`config.mk`:
```
export PLATFORM = sky130hd
export DESIGN_NAME = sum_request_scheduler
export DESIGN_NICKNAME = d
export VERILOG_FILES = /design/src/rtl/sum_sched_pkg.sv /design/src/rtl/sum_req_fifo.sv /design/src/rtl/sum_request_scheduler.sv
export SDC_FILE = /design/constraint.sdc
export NUM_CORES = 1
export LEC_CHECK = 0
export BUFFER_PORTS_ARGS = -buffer_cell sky130_fd_sc_hd__buf_2
export CAP_MARGIN = 10
export CORE_MARGIN = 2
export CORE_UTILIZATION = 35
export CTS_CLUSTER_SIZE = 10
export DETAILED_ROUTE_END_ITERATION = 8
export PLACE_DENSITY = 0.55
export SLEW_MARGIN = 20
export SYNTH_ARGS = -nofsm -noshare
export SYNTH_HDL_FRONTEND = slang
export SYNTH_SLANG_ARGS = --single-unit
```
`constraint.sdc`:
```
create_clock -name Clk -period 4.1 [get_ports Clk]
set_input_delay 0.82 -clock Clk [delete_from_list [all_inputs] [get_ports Clk]]
set_output_delay 0.82 -clock Clk [all_outputs]
set_load 0.03 [all_outputs]
```
`src/rtl/sum_sched_pkg.sv`:
```
// Shared types and constants for the sum request scheduler.
// The expected_sum helper is only used when SUM_CHECK_EN is defined.
package sum_sched_pkg;

    localparam int N_W   = 8;
    localparam int SUM_W = 18;

    typedef enum logic [1:0] {
        IDLE  = 2'd0,
        ISSUE = 2'd1,
        WAIT  = 2'd2,
        HOLD  = 2'd3
    } sched_state_e;

    // Closed-form sum of naturals 1..n, 17 bits wide (255*256/2 = 32640).
    function automatic logic [16:0] expected_sum(input logic [N_W-1:0] n);
        logic [16:0] prod;
        prod = {9'd0, n} * ({9'd0, n} + 17'd1);
        return {1'b0, prod[16:1]};
    endfunction

endpackage

```
`src/rtl/sum_req_fifo.sv`:
```
// Synchronous request FIFO. Full/empty come from the registered count, so a
// pop in the same cycle as a full condition frees the slot only next cycle.
module sum_req_fifo #(
    parameter int DEPTH = 4,
    parameter int W     = 8
) (
    input  logic                       clk_i,
    input  logic                       rst_i,
    input  logic                       push_i,
    input  logic [W-1:0]               din_i,
    input  logic                       pop_i,
    output logic [W-1:0]               dout_o,
    output logic                       full_o,
    output logic                       empty_o,
    output logic [$clog2(DEPTH):0]     count_o
);

    localparam int AW = $clog2(DEPTH);
    localparam int CW = AW + 1;

    logic [W-1:0]  mem_q [DEPTH];
    logic [AW-1:0] wr_ptr_q;
    logic [AW-1:0] rd_ptr_q;
    logic [CW-1:0] count_q;
    logic [CW-1:0] count_d;
    logic          push_s;
    logic          pop_s;

    assign full_o  = (count_q == CW'(DEPTH));
    assign empty_o = (count_q == '0);
    assign push_s  = push_i && !full_o;
    assign pop_s   = pop_i && !empty_o;
    assign dout_o  = mem_q[rd_ptr_q];
    assign count_o = count_q;

    // Occupancy next-state: simultaneous push and pop leave it unchanged.
    always_comb begin
        count_d = count_q;
        case ({push_s, pop_s})
            2'b10:   count_d = count_q + CW'(1);
            2'b01:   count_d = count_q - CW'(1);
            default: count_d = count_q;
        endcase
    end

    // Storage array; contents need no reset since reads are gated by empty.
    always_ff @(posedge clk_i) begin
        if (push_s) begin
            mem_q[wr_ptr_q] <= din_i;
        end
    end

    // Pointers and occupancy; pointers wrap naturally as DEPTH is a power of 2.
    always_ff @(posedge clk_i) begin
        if (rst_i) begin
            wr_ptr_q <= '0;
            rd_ptr_q <= '0;
            count_q  <= '0;
        end else begin
            if (push_s) begin
                wr_ptr_q <= wr_ptr_q + AW'(1);
            end
            if (pop_s) begin
                rd_ptr_q <= rd_ptr_q + AW'(1);
            end
            count_q <= count_d;
        end
    end

endmodule

```
`src/rtl/sum_request_scheduler.sv`:
```
// Feeds N requests one at a time to the sum-of-naturals datapath, waits for
// the result (with timeout) and returns {N, Sum} to a consumer.
// Optional feature macro: SUM_CHECK_EN adds rsp_mismatch, flagging results
// that disagree with the closed form n*(n+1)/2.
module sum_request_scheduler
    import sum_sched_pkg::*;
#(
    parameter int FIFO_DEPTH     = 4,
    parameter int TIMEOUT_CYCLES = 1024
) (
    input  logic                          Clk,
    input  logic                          Rst,
    input  logic [N_W-1:0]                req_n,
    input  logic                          req_valid,
    output logic                          req_ready,
    output logic [N_W-1:0]                dp_n,
    output logic                          dp_n_valid,
    input  logic [SUM_W-1:0]              dp_sum,
    input  logic                          dp_sum_valid,
    output logic [N_W-1:0]                rsp_n,
    output logic [SUM_W-1:0]              rsp_sum,
    output logic                          rsp_timeout,
    output logic                          rsp_valid,
    input  logic                          rsp_ready,
    output logic [$clog2(FIFO_DEPTH):0]   pending
`ifdef SUM_CHECK_EN
    ,
    output logic                          rsp_mismatch
`endif
);

    localparam int TW = $clog2(TIMEOUT_CYCLES);
    localparam logic [TW-1:0] TMR_LAST = TW'(TIMEOUT_CYCLES - 1);

    sched_state_e   state_q;
    logic [N_W-1:0] dp_n_q;
    logic           dp_n_valid_q;
    logic [TW-1:0]  timer_q;
    logic [N_W-1:0] rsp_n_q;
    logic [SUM_W-1:0] rsp_sum_q;
    logic           rsp_timeout_q;
    logic           rsp_valid_q;
`ifdef SUM_CHECK_EN
    logic           rsp_mismatch_q;
`endif

    logic [N_W-1:0] fifo_dout_s;
    logic           fifo_full_s;
    logic           fifo_empty_s;
    logic           pop_s;

    // The head is taken only on the IDLE->ISSUE step; no pass-through.
    assign pop_s     = (state_q == IDLE) && !fifo_empty_s;
    assign req_ready = !fifo_full_s;

    sum_req_fifo #(
        .DEPTH (FIFO_DEPTH),
        .W     (N_W)
    ) u_fifo (
        .clk_i   (Clk),
        .rst_i   (Rst),
        .push_i  (req_valid),
        .din_i   (req_n),
        .pop_i   (pop_s),
        .dout_o  (fifo_dout_s),
        .full_o  (fifo_full_s),
        .empty_o (fifo_empty_s),
        .count_o (pending)
    );

    // Scheduler FSM with all datapath/consumer outputs registered.
    always_ff @(posedge Clk) begin
        if (Rst) begin
            state_q        <= IDLE;
            dp_n_q         <= '0;
            dp_n_valid_q   <= 1'b0;
            timer_q        <= '0;
            rsp_n_q        <= '0;
            rsp_sum_q      <= '0;
            rsp_timeout_q  <= 1'b0;
            rsp_valid_q    <= 1'b0;
`ifdef SUM_CHECK_EN
            rsp_mismatch_q <= 1'b0;
`endif
        end else begin
            dp_n_valid_q <= 1'b0;
            case (state_q)
                IDLE: begin
                    if (!fifo_empty_s) begin
                        dp_n_q       <= fifo_dout_s;
                        dp_n_valid_q <= 1'b1;
                        state_q      <= ISSUE;
                    end
                end
                ISSUE: begin
                    timer_q <= '0;
                    state_q <= WAIT;
                end
                WAIT: begin
                    // A valid result on the expiry cycle takes priority.
                    if (dp_sum_valid) begin
                        rsp_n_q        <= dp_n_q;
                        rsp_sum_q      <= dp_sum;
                        rsp_timeout_q  <= 1'b0;
                        rsp_valid_q    <= 1'b1;
`ifdef SUM_CHECK_EN
                        rsp_mismatch_q <= (dp_sum != {1'b0, expected_sum(dp_n_q)});
`endif
                        state_q        <= HOLD;
                    end else if (timer_q == TMR_LAST) begin
                        rsp_n_q        <= dp_n_q;
                        rsp_sum_q      <= '0;
                        rsp_timeout_q  <= 1'b1;
                        rsp_valid_q    <= 1'b1;
`ifdef SUM_CHECK_EN
                        rsp_mismatch_q <= 1'b0;
`endif
                        state_q        <= HOLD;
                    end else begin
                        timer_q <= timer_q + TW'(1);
                    end
                end
                HOLD: begin
                    if (rsp_ready) begin
                        rsp_valid_q <= 1'b0;
                        state_q     <= IDLE;
                    end
                end
                default: begin
                    state_q <= IDLE;
                end
            endcase
        end
    end

    assign dp_n        = dp_n_q;
    assign dp_n_valid  = dp_n_valid_q;
    assign rsp_n       = rsp_n_q;
    assign rsp_sum     = rsp_sum_q;
    assign rsp_timeout = rsp_timeout_q;
    assign rsp_valid   = rsp_valid_q;
`ifdef SUM_CHECK_EN
    assign rsp_mismatch = rsp_mismatch_q;
`endif

endmodule

```
==> results.sh, run 1 <==
export IMPL_yosysWarnings=0
export IMPL_synthMuxAreaShare=0.0832
export IMPL_crit_required_ns=4.37
export IMPL_die_area_mm2=0.0108
export IMPL_avgViaCountPerCell=4.84
export IMPL_hold_viol_final=0
export IMPL_startpoint_type="register"
export IMPL_cp_end_kind="register"
export IMPL_synth_top_area_frac=0.320
export IMPL_gp_congestion=0.747
export IMPL_worst_path_largest_cell_delay_ns=0.39
export IMPL_power_density_mw_per_mm2=563
export IMPL_path_delay_family="simple AND/OR/NAND/NOR gates"
export IMPL_crit_fanout=11
export IMPL_ant_nets=0
export IMPL_holdPathStages=1
export IMPL_nNetsFinal=390
export IMPL_layout_area_seq_mm2=0.00208
export IMPL_antenna_found_initial=0
export IMPL_tightestPinTransition_ns=0.809
export IMPL_synth_seq_cells=88
export IMPL_slowest_stage="nand2b_1"
export IMPL_grt_first_pass_wirelength_um=11500
export IMPL_grt_use_total=0.135
export IMPL_diodes=0
export IMPL_relSlewSlack=0.461
export IMPL_post_cts_setup_buffers=0
export IMPL_synthTopCellsByArea="dfxtp_1 32%, edfxtp_1 27%, mux4_2 5.1%"
export IMPL_yosys_area_top_type="dfxtp_1"
export IMPL_path_cells="nor3_1, nand2b_1, inv_1, ha_1, fa_1, xnor2_1, or3_1, a21oi_1"
export IMPL_die_width_um=104
export IMPL_layout_drive_gt1_share=0.276
export IMPL_cts_htree_levels=3
export IMPL_cts_inserted_buffers=9
export IMPL_dp_hpwl_um=4920
export IMPL_rsz0062_at_grt="false"
export IMPL_route_detailed_drc=0
export IMPL_syn_nets=325
export IMPL_fin_skew_ns=0.0101
export IMPL_synth_fa_ha_area_frac=0.0450
export IMPL_synthSimpleGateAreaFrac=0.103
export IMPL_io_pins=72
export IMPL_synth_flop_cell="dfxtp_1"
export IMPL_synth_cells=282
export IMPL_synth_top_family_by_area="compound AO/OA/AOI/OAI gates"
export IMPL_syn2layout_area_growth_pct=17.8
export IMPL_grt_pass1_vias=2276
export IMPL_die_h_um=104
export IMPL_initialDrtViolationCount=115
export IMPL_dr_pass1_iters=4
export IMPL_grt_overflow_total=0
export IMPL_synth_compound_area_frac=0.118
export IMPL_nFillCells=967
export IMPL_initial_core_util=0.360
export IMPL_drt_wl_total_um=7120
export IMPL_fin_util=0.424
export IMPL_finalMaxSlewViolations=0
export IMPL_synth_area_per_cell_um2=12.4
export IMPL_ys_types=49
export IMPL_wl_per_cell_um=14.7
export IMPL_period_minus_slack_ns=2.64
export IMPL_netlist_area_mm2=0.00350
export IMPL_synth_most_common_cell="dfxtp_1"
export IMPL_hold_buffers=0
export IMPL_synthXorXnorAreaFrac=0.0175
export IMPL_synth_async_reset_ratio=0
export IMPL_critical_path_buf_inv_count=1
export IMPL_ir_drop_mv=0.290
export IMPL_hold_class="reg -> reg"
export IMPL_cts_tree="yes"
export IMPL_final_setup_viol_count=0
export IMPL_tns_ns=0
export IMPL_multi_input_area_mm2=0.00128
export IMPL_num_rows=36
export IMPL_ctsLongestPathBuffers=2
export IMPL_yosys_top_cells_count="56 x dfxtp_1, 32 x edfxtp_1, 24 x nand2_1"
export IMPL_worstSkewPairLatency_ns=0.35
export IMPL_via_count=2349
export IMPL_cts_sinks=88
export IMPL_p_leak_nw=1.71
export IMPL_cts_resized=0
export IMPL_status="finished clean"
export IMPL_clock_root_buffer="clkbuf_8"
export IMPL_clk_pin_slew_ns=0.09
export IMPL_fmax_ghz=0.379
export IMPL_core_area_mm2=0.00973
export IMPL_maxCapViolations=0
export IMPL_worstSetupPathType="reg -> reg"
export IMPL_path_depth=8
export IMPL_synth_edff_count=32
export IMPL_synth_seq_area_share=0.594
export IMPL_arrival_ns=2.91
export IMPL_timing_final_crit_share=0.644
export IMPL_grt_max_degree=35
export IMPL_io_buffers=71
export IMPL_r2r_cells=8
==> per-layer routing <==
metal	global-route usage	share of wire	vias up
li1	-	-	1155
met1	0.165	0.46	1139
met2	0.229	0.49	50
met3	0.0357	0.039	5
met5	0	0	-
met4	0.0502	0.012	0
==> flip-flops by register name, summed over array words and instances (netlist names) <==
name             flops
u_fifo.count_o       3
dp_n                 8
rsp_valid            1
rsp_sum             18
rsp_timeout          1
timer_q             10
u_fifo.wr_ptr_q      2
state_q              2
rsp_n                8
u_fifo.rd_ptr_q      2
dp_n_valid           1
u_fifo.mem_q        32
==> worst reg2reg max path, stage by stage, from the launching register on <==
cell and delay, ns:
dfxtp_1 0.37, nor3_1 0.25, nand2b_1 0.39, inv_1 0.28
ha_1 0.31, fa_1 0.38, xnor2_1 0.14, or3_1 0.31
a21oi_1 0.14
==> logic make-up after synthesis <==
group                      after synthesis
adders and majority gates               12
AOI/OAI and AO/OA                       56
xor gates and xnor gates                 7
and+or+nand+nor                         72
muxes                                   19
DFF                                     88
buffers and inverters                   28
==> path summary, 6_finish.rpt <==
kind         slack [ns]                end              start
min                0.48         rsp_sum[0]         rsp_sum[0]
max                1.46  u_fifo.count_o[2]  u_fifo.count_o[0]
min reg2reg        0.48         rsp_sum[0]         rsp_sum[0]
max reg2reg        1.46  u_fifo.count_o[2]  u_fifo.count_o[0]
==> cell usage in the layout (no fill, tap or decap), types with 3 or more instances in the layout <==
cell,count
a21oi_1,14
a22o_1,19
a31oi_1,3
and2_1,3
and3_1,6
buf_2,71
clkbuf_8,9
dfxtp_1,56
edfxtp_1,32
ha_1,11
inv_1,11
mux2i_1,10
mux4_2,8
nand2_1,24
nand2b_1,3
nand4_1,3
nor2_1,17
nor3_1,3
o21ai_0,5
xnor2_1,4
xor2_1,3
==> per-stage QoR <==
| step | total power [W] | instance area, µm² | setup WS [ns] | hold slack [ns] | instances |
|---|---|---|---|---|---|
| 6_report | 0.00232 | 4130 | 1.46 | 0.482 | 485 |
| 3_3_place_gp | 0.00175 | 3930 | 1.61 | 0.457 | 469 |
| 5_1_grt | 0.00246 | 4130 | 1.26 | 0.503 | 485 |
| 2_1_floorplan | 0.00158 | 3500 | 1.57 | 0.455 | 282 |
| 3_5_place_dp | 0.00176 | 3930 | 1.48 | 0.458 | 469 |
| 4_1_cts | 0.00236 | 4130 | 1.45 | 0.483 | 485 |
==> area by class of cell <==
type	instances	area share
flip-flops and latches	88	0.505
multi-input cells	166	0.311
repair buffers	71	0.0861
well taps	133	0.0403
clock buffers	10	0.0309
clock inverters	6	0.0164
inverters	11	0.0100
==> report_power, final <==
| group | leakage [nW] | internal (W) | total (W) | switching [W] |
|---|---|---|---|---|
| logic | 0.869 | 0.000226 | 0.000604 | 0.000379 |
| clock network | 0.0949 | 0.000285 | 0.000591 | 0.000306 |
| registers | 0.748 | 0.00103 | 0.00113 | 0.0000984 |
| total | 1.71 | 0.00154 | 0.00232 | 0.000783 |
(Power assumes the default switching activity.)
==> inputs of run 2 (changes only) <==
--- a/config.mk
+++ b/config.mk
@@ -5,6 +5,7 @@
 export SDC_FILE = /design/constraint.sdc
 export NUM_CORES = 1
 export LEC_CHECK = 0
+export ABC_AREA = 1
 export BUFFER_PORTS_ARGS = -buffer_cell sky130_fd_sc_hd__buf_2
 export CAP_MARGIN = 10
 export CORE_MARGIN = 2
==> constraint.sdc (replaced) <==
create_clock -name Clk -period 2.7 [get_ports Clk]
set_input_delay 0.54 -clock Clk [delete_from_list [all_inputs] [get_ports Clk]]
set_output_delay 0.54 -clock Clk [all_outputs]
set_load 0.03 [all_outputs]
==> run 2 against run 1 <==
- combinational power is 120% higher
- clock skew is 0.0027 ns higher
- clock power is 37% higher
- worst hold slack worse by 0.088 ns
- sequential power is 52% higher
- fmax is 25% higher
- routed wire length is 11% higher
- critical endpoint unchanged
- clock-buffer cell count stayed put
- die area is 4.4% higher
- first-iteration DRC count is 22% higher
- worst setup slack worse by 0.87 ns
- synthesized cell count is 44% higher
==> results.sh, run 2 <==
export IMPL_status="finished clean"
export IMPL_crit_required_ns=2.94
export IMPL_via_count=2846
export IMPL_timing_final_crit_share=0.780
export IMPL_die_area_mm2=0.0113
export IMPL_preCtsSetupSlack_ns=0.611
export IMPL_ir_drop_mv=0.302
export IMPL_clk_pin_slew_ns=0.09
export IMPL_hold_viol_final=0
export IMPL_cts_tree="yes"
export IMPL_route_detailed_drc=0
export IMPL_period_minus_slack_ns=2.10
export IMPL_dp_hpwl_um=5670
export IMPL_combPwrFrac=0.348
export IMPL_final_setup_viol_count=0
export IMPL_largest_register="u_fifo.mem_q"
export IMPL_rsz0062_at_grt="false"
export IMPL_ys_types=31
export IMPL_crit_fanout=4
export IMPL_synth_async_reset_ratio=0
export IMPL_grt_max_degree=32
export IMPL_hold_buffers=0
export IMPL_worstSetupPathType="reg -> reg"
export IMPL_antenna_found_initial=0
export IMPL_largest_reg_flops=32
export IMPL_cts_inserted_buffers=9
export IMPL_fin_skew_ns=0.0128
export IMPL_grt_overflow_total=0
export IMPL_synth_top_area_frac=0.306
export IMPL_tightestPinTransition_ns=0.903
export IMPL_fmax_ghz=0.475
export IMPL_synth_seq_cells=88
export IMPL_arrival_ns=2.35
export IMPL_power_frac_seq=0.444
export IMPL_cp_end_kind="register"
export IMPL_clkPwrFrac=0.208
export IMPL_io_pins=72
export IMPL_worstSkewPairLatency_ns=0.36
export IMPL_ctsLongestPathBuffers=2
export IMPL_drt_wl_total_um=7930
export IMPL_nNetsFinal=523
export IMPL_initial_core_util=0.358
export IMPL_grt_pass1_vias=2899
export IMPL_avgViaCountPerCell=4.58
export IMPL_switching_share=0.394
export IMPL_cts_resized=0
export IMPL_synthTopCellsByArea="dfxtp_1 31%, edfxtp_1 26%, nand2_1 7.2%"
export IMPL_grt_first_pass_wirelength_um=13800
export IMPL_startpoint_type="register"
export IMPL_maxCapViolations=0
export IMPL_layout_drive_gt1_share=0.223
export IMPL_yosysWarnings=0
export IMPL_io_buffers=71
export IMPL_initialDrtViolationCount=140
export IMPL_grt_use_total=0.153
export IMPL_power_density_mw_per_mm2=899
export IMPL_layout_commonest_cell="buf_2"
export IMPL_finalMaxSlewViolations=0
export IMPL_synth_most_common_cell="nand2_1"
export IMPL_post_cts_setup_buffers=0
export IMPL_core_area_mm2=0.0102
export IMPL_hold_class="in -> reg"
export IMPL_die_h_um=106
export IMPL_cts_sinks=88
export IMPL_synth_area_per_cell_um2=9.00
export IMPL_cts_htree_levels=3
export IMPL_die_width_um=106
export IMPL_wl_per_cell_um=12.8
export IMPL_num_rows=37
export IMPL_ant_nets=0
export IMPL_synth_cells=407
export IMPL_netlist_area_mm2=0.00366
export IMPL_syn2layout_area_growth_pct=17.8
export IMPL_switchingPower_w=0.00153
export IMPL_synth_flop_cell="dfxtp_1"
export IMPL_tns_ns=0
export IMPL_gp_congestion=0.714
export IMPL_yosys_top_cells_count="70 x nand2_1, 67 x nor2_1, 56 x dfxtp_1"
export IMPL_clock_root_buffer="clkbuf_8"
export IMPL_finalWorstSetupSlack_ns=0.595
export IMPL_relSlewSlack=0.397
export IMPL_syn_nets=450
export IMPL_p_leak_nw=1.79
export IMPL_final_cell_mix="71 x buf_2, 70 x nand2_1, 67 x nor2_1"
export IMPL_synth_seq_area_share=0.568
export IMPL_synth_edff_count=32
export IMPL_power_internal_w=0.00235
export IMPL_dr_pass1_iters=4
export IMPL_diodes=0
export IMPL_yosys_area_top_type="dfxtp_1"
[run 2: cell types whose count changed after synthesis, sizes merged, moves of 13 or more]
cell	change
nand2	+53
nor2	+53
inv	+20
a22o	-19
a21oi	+22
nand3	+13
o21ai	+40
[run 2: final cells by class]
class | instances | area, µm²
clock buffers | 10 | 128
well taps | 136 | 170
clock inverters | 6 | 43.8
multi-input cells | 270 | 1360
inverters | 33 | 124
flip-flops and latches | 88 | 2080
repair buffers | 78 | 408
fillers | 1027 | 5920
[run 2: power by group through the flow]
stage | clock network [W] | logic [W] | registers (W)
6_report | 0.000808 | 0.00135 | 0.00172
2_1_floorplan | 0 | 0.000805 | 0.00193
4_1_cts | 0.000835 | 0.00137 | 0.00172
3_3_place_gp | 0 | 0.00135 | 0.00174
5_1_grt | 0.000883 | 0.00154 | 0.00175
3_5_place_dp | 0 | 0.00137 | 0.00175
[run 2: worst max-delay path: stages, from the launching register on]
cell	delay (ns)
dfxtp_1	0.40
inv_1	0.10
ha_1	0.22
nand2_1	0.11
inv_1	0.07
ha_1	0.23
fa_1	0.39
a21oi_1	0.15
o21ai_0	0.12
o21ai_0	0.15
a21oi_1	0.05
[run 2: worst paths after layout]
path,depth (start not counted),end,slack [ns],from
max reg2reg,10,u_fifo.count_o[2],0.60,state_q[0]
max,10,u_fifo.count_o[2],0.60,state_q[0]
min reg2reg,2,rsp_sum[5],0.46,rsp_sum[5]
min,1,u_fifo.mem_q[3][0],0.39,req_n[0]
[run 2: layer usage]
metal	wire [µm]	vias to the layer above	GRT usage
met5	0	-	0
met4	70	0	0.0367
met3	351	7	0.0423
met2	3930	56	0.267
met1	3590	1296	0.187
li1	-	1487	-
[run 2: stage by stage]
| stage | power (W) | cells | cell area, µm² | util | hold WS (ns) |
|---|---|---|---|---|---|
| floorplan | 0.00274 | 407 | 3660 | - | 0.474 |
| global placement | 0.00309 | 605 | 4140 | 0.405 | 0.447 |
| detailed placement | 0.00312 | 605 | 4140 | 0.405 | 0.452 |
| CTS | 0.00393 | 621 | 4320 | 0.422 | 0.378 |
| global route | 0.00418 | 621 | 4320 | 0.422 | 0.388 |
| finish | 0.00388 | 621 | 4320 | 0.422 | 0.394 |
[run 2: kinds of logic after synthesis]
| logic type | share of synthesized area |
|---|---|
| buffers and inverters | 0.0605 |
| and+or+nand+nor | 0.193 |
| xor gates and xnor gates | 0.00478 |
| adders and majority gates | 0.0430 |
| AOI/OAI and AO/OA | 0.130 |
| DFF | 0.568 |
==> inputs of run 3 (changes only) <==
--- a/config.mk
+++ b/config.mk
@@ -12,7 +12,7 @@
 export CORE_UTILIZATION = 35
 export CTS_CLUSTER_SIZE = 10
 export DETAILED_ROUTE_END_ITERATION = 8
-export PLACE_DENSITY = 0.55
+export PLACE_DENSITY = 0.57
 export SLEW_MARGIN = 20
 export SYNTH_ARGS = -nofsm -noshare
 export SYNTH_HDL_FRONTEND = slang
==> constraint.sdc (replaced) <==
create_clock -name Clk -period 1.9 [get_ports Clk]
set_input_delay 0.38 -clock Clk [delete_from_list [all_inputs] [get_ports Clk]]
set_output_delay 0.38 -clock Clk [all_outputs]
set_load 0.03 [all_outputs]
==> run 3 against run 2 <==
- core utilization is 1.0 points higher
- largest power group unchanged
- combinational power increased by 53%
- sequential cell count stayed put
- sequential power grew 43%
- clock skew is 0.0013 ns lower
- clock-buffer cell count fell by 1
- non-clock buffer count grew 4
- via count is 2.7% higher
- routed wire length up 1.6%
==> results.sh, run 3 (synthesis gave the netlist of run 2 again) <==
export IMPL_switchingPower_w=0.00224
export IMPL_diodes=0
export IMPL_ir_drop_mv=0.518
export IMPL_holdPathStages=1
export IMPL_grt_pass1_vias=2757
export IMPL_r2r_cells=10
export IMPL_route_detailed_drc=0
export IMPL_crit_required_ns=2.14
export IMPL_path_cells="inv_1, ha_4, nand2_4, inv_2, ha_2, fa_2, a21oi_1, o21ai_1, o21ai_1, a21oi_1"
export IMPL_nNetsFinal=527
export IMPL_maxCapViolations=0
export IMPL_crit_fanout=4
export IMPL_finalMaxSlewViolations=0
export IMPL_cp_end_kind="register"
export IMPL_slowest_stage="dfxtp_4"
export IMPL_hold_viol_final=0
export IMPL_grt_max_degree=32
export IMPL_rsz0062_at_grt="false"
export IMPL_hp_start="req_n[5]"
export IMPL_worstSetupPathType="reg -> reg"
export IMPL_power_frac_seq=0.424
export IMPL_worstSkewPairLatency_ns=0.35
export IMPL_status="finished clean"
export IMPL_startpoint_type="register"
export IMPL_layout_commonest_cell="buf_2"
export IMPL_layout_drive_gt1_share=0.262
export IMPL_hold_class="in -> reg"
export IMPL_ant_nets=0
export IMPL_relSlewSlack=0.690
export IMPL_combPwrFrac=0.356
export IMPL_io_pins=72
export IMPL_grt_use_total=0.147
export IMPL_period_minus_slack_ns=1.79
export IMPL_cts_sinks=88
export IMPL_largest_register="u_fifo.mem_q"
export IMPL_dp_hpwl_um=5450
export IMPL_num_rows=37
export IMPL_syn2layout_area_growth_pct=20.7
export IMPL_grt_first_pass_wirelength_um=13000
export IMPL_nFillCells=1011
export IMPL_hold_slack_ns=0.238
export IMPL_dr_pass1_iters=6
export IMPL_via_count=2924
export IMPL_avgViaCountPerCell=4.68
export IMPL_clk_pin_slew_ns=0.09
export IMPL_grt_overflow_total=0
export IMPL_rr_endpoint="u_fifo.count_o[2]"
export IMPL_final_setup_viol_count=0
export IMPL_worst_path_largest_cell_delay_ns=0.37
export IMPL_crit_reg2reg_launch="state_q[1]"
export IMPL_crit_start="state_q[1]"
export IMPL_wl_per_cell_um=12.9
export IMPL_power_w=0.00580
export IMPL_die_h_um=106
export IMPL_io_buffers=71
export IMPL_gp_congestion=0.815
export IMPL_final_cell_mix="71 x buf_2, 68 x nand2_1, 67 x nor2_1"
export IMPL_cts_inserted_buffers=9
export IMPL_antenna_found_initial=0
export IMPL_clkPwrFrac=0.221
export IMPL_p_leak_nw=1.82
export IMPL_largest_reg_flops=32
export IMPL_die_area_mm2=0.0113
export IMPL_initial_core_util=0.358
export IMPL_power_density_mw_per_mm2=1310
export IMPL_arrival_ns=2.04
export IMPL_rrSetupSlack_ns=0.11
export IMPL_cts_tree="yes"
export IMPL_path_delay_family="adder cells"
export IMPL_core_area_mm2=0.0102
export IMPL_ctsLongestPathBuffers=2
export IMPL_finalWorstSetupSlack_ns=0.108
export IMPL_clock_root_buffer="clkbuf_8"
export IMPL_drt_wl_total_um=8060
export IMPL_tns_ns=0
export IMPL_critical_path_buf_inv_count=2
export IMPL_power_internal_w=0.00356
export IMPL_switching_share=0.387
export IMPL_tightestPinTransition_ns=0.465
export IMPL_initialDrtViolationCount=165
export IMPL_hold_path_endpoint="u_fifo.mem_q[1][5]"
export IMPL_preCtsSetupSlack_ns=0.0895
export IMPL_fmax_ghz=0.558
export IMPL_fin_skew_ns=0.0114
export IMPL_die_width_um=106
export IMPL_cts_htree_levels=3
export IMPL_timing_final_crit_share=0.943
[run 3: what timing repair did]
item | 4_1_cts | 5_1_grt
gates resized for setup | 0 | 6
setup buffers | 0 | 2
endpoints found under the setup margin | 0 | 22
hold buffers | 0 | 0
[run 3: area by class of cell]
cell class                      instances  area, µm²  area share
Clock buffer                            9        124      0.0280
Clock inverter                          7       70.1      0.0159
Inverter                               33        128      0.0289
Multi-Input combinational cell        270       1400       0.317
Sequential cell                        88       2090       0.473
Tap cell                              136        170      0.0385
Timing Repair Buffer                   82        438      0.0991
[run 3: worst max-delay path by stage]
stage | endpoint | slack [ns] | cells past startpoint
after global routing | u_fifo.count_o[2] | 0.006 | 10
final | u_fifo.count_o[2] | 0.11 | 10
after floorplan | u_fifo.count_o[2] | 0.009 | 11
after CTS | u_fifo.count_o[2] | 0.08 | 10
after detailed placement | u_fifo.count_o[2] | 0.09 | 10
after global placement | u_fifo.count_o[2] | 0.12 | 10
[run 3: routing by layer]
layer	GRT usage	wire length [µm]	vias up
met5	0	0	-
met4	0.0677	179	0
met3	0.0276	411	20
met2	0.248	3880	75
met1	0.181	3590	1333
li1	-	-	1496
[run 3: worst register-to-register path, delay by kind of cell, from the launching register on]
kind | cells | cell delay [ns]
compound gates | 4 | 0.41
fa+ha+maj | 3 | 0.71
buf+inv | 2 | 0.13
flops | 1 | 0.37
simple gates | 1 | 0.06
[run 3: power groups by stage]
stage | clock (W) | sequential [W] | combinational, W
finish | 0.00128 | 0.00246 | 0.00206
global route | 0.00141 | 0.00249 | 0.00232
CTS | 0.00133 | 0.00246 | 0.00200
detailed placement | 0 | 0.00250 | 0.00200
global placement | 0 | 0.00249 | 0.00197
floorplan | 0 | 0.00276 | 0.00119
[run 3: stage by stage]
step | util | cells | cell area (µm²)
after floorplan | - | 407 | 3690
after global placement | 0.409 | 607 | 4180
after detailed placement | 0.409 | 607 | 4180
after CTS | 0.428 | 623 | 4380
after global routing | 0.432 | 625 | 4420
final | 0.432 | 625 | 4420
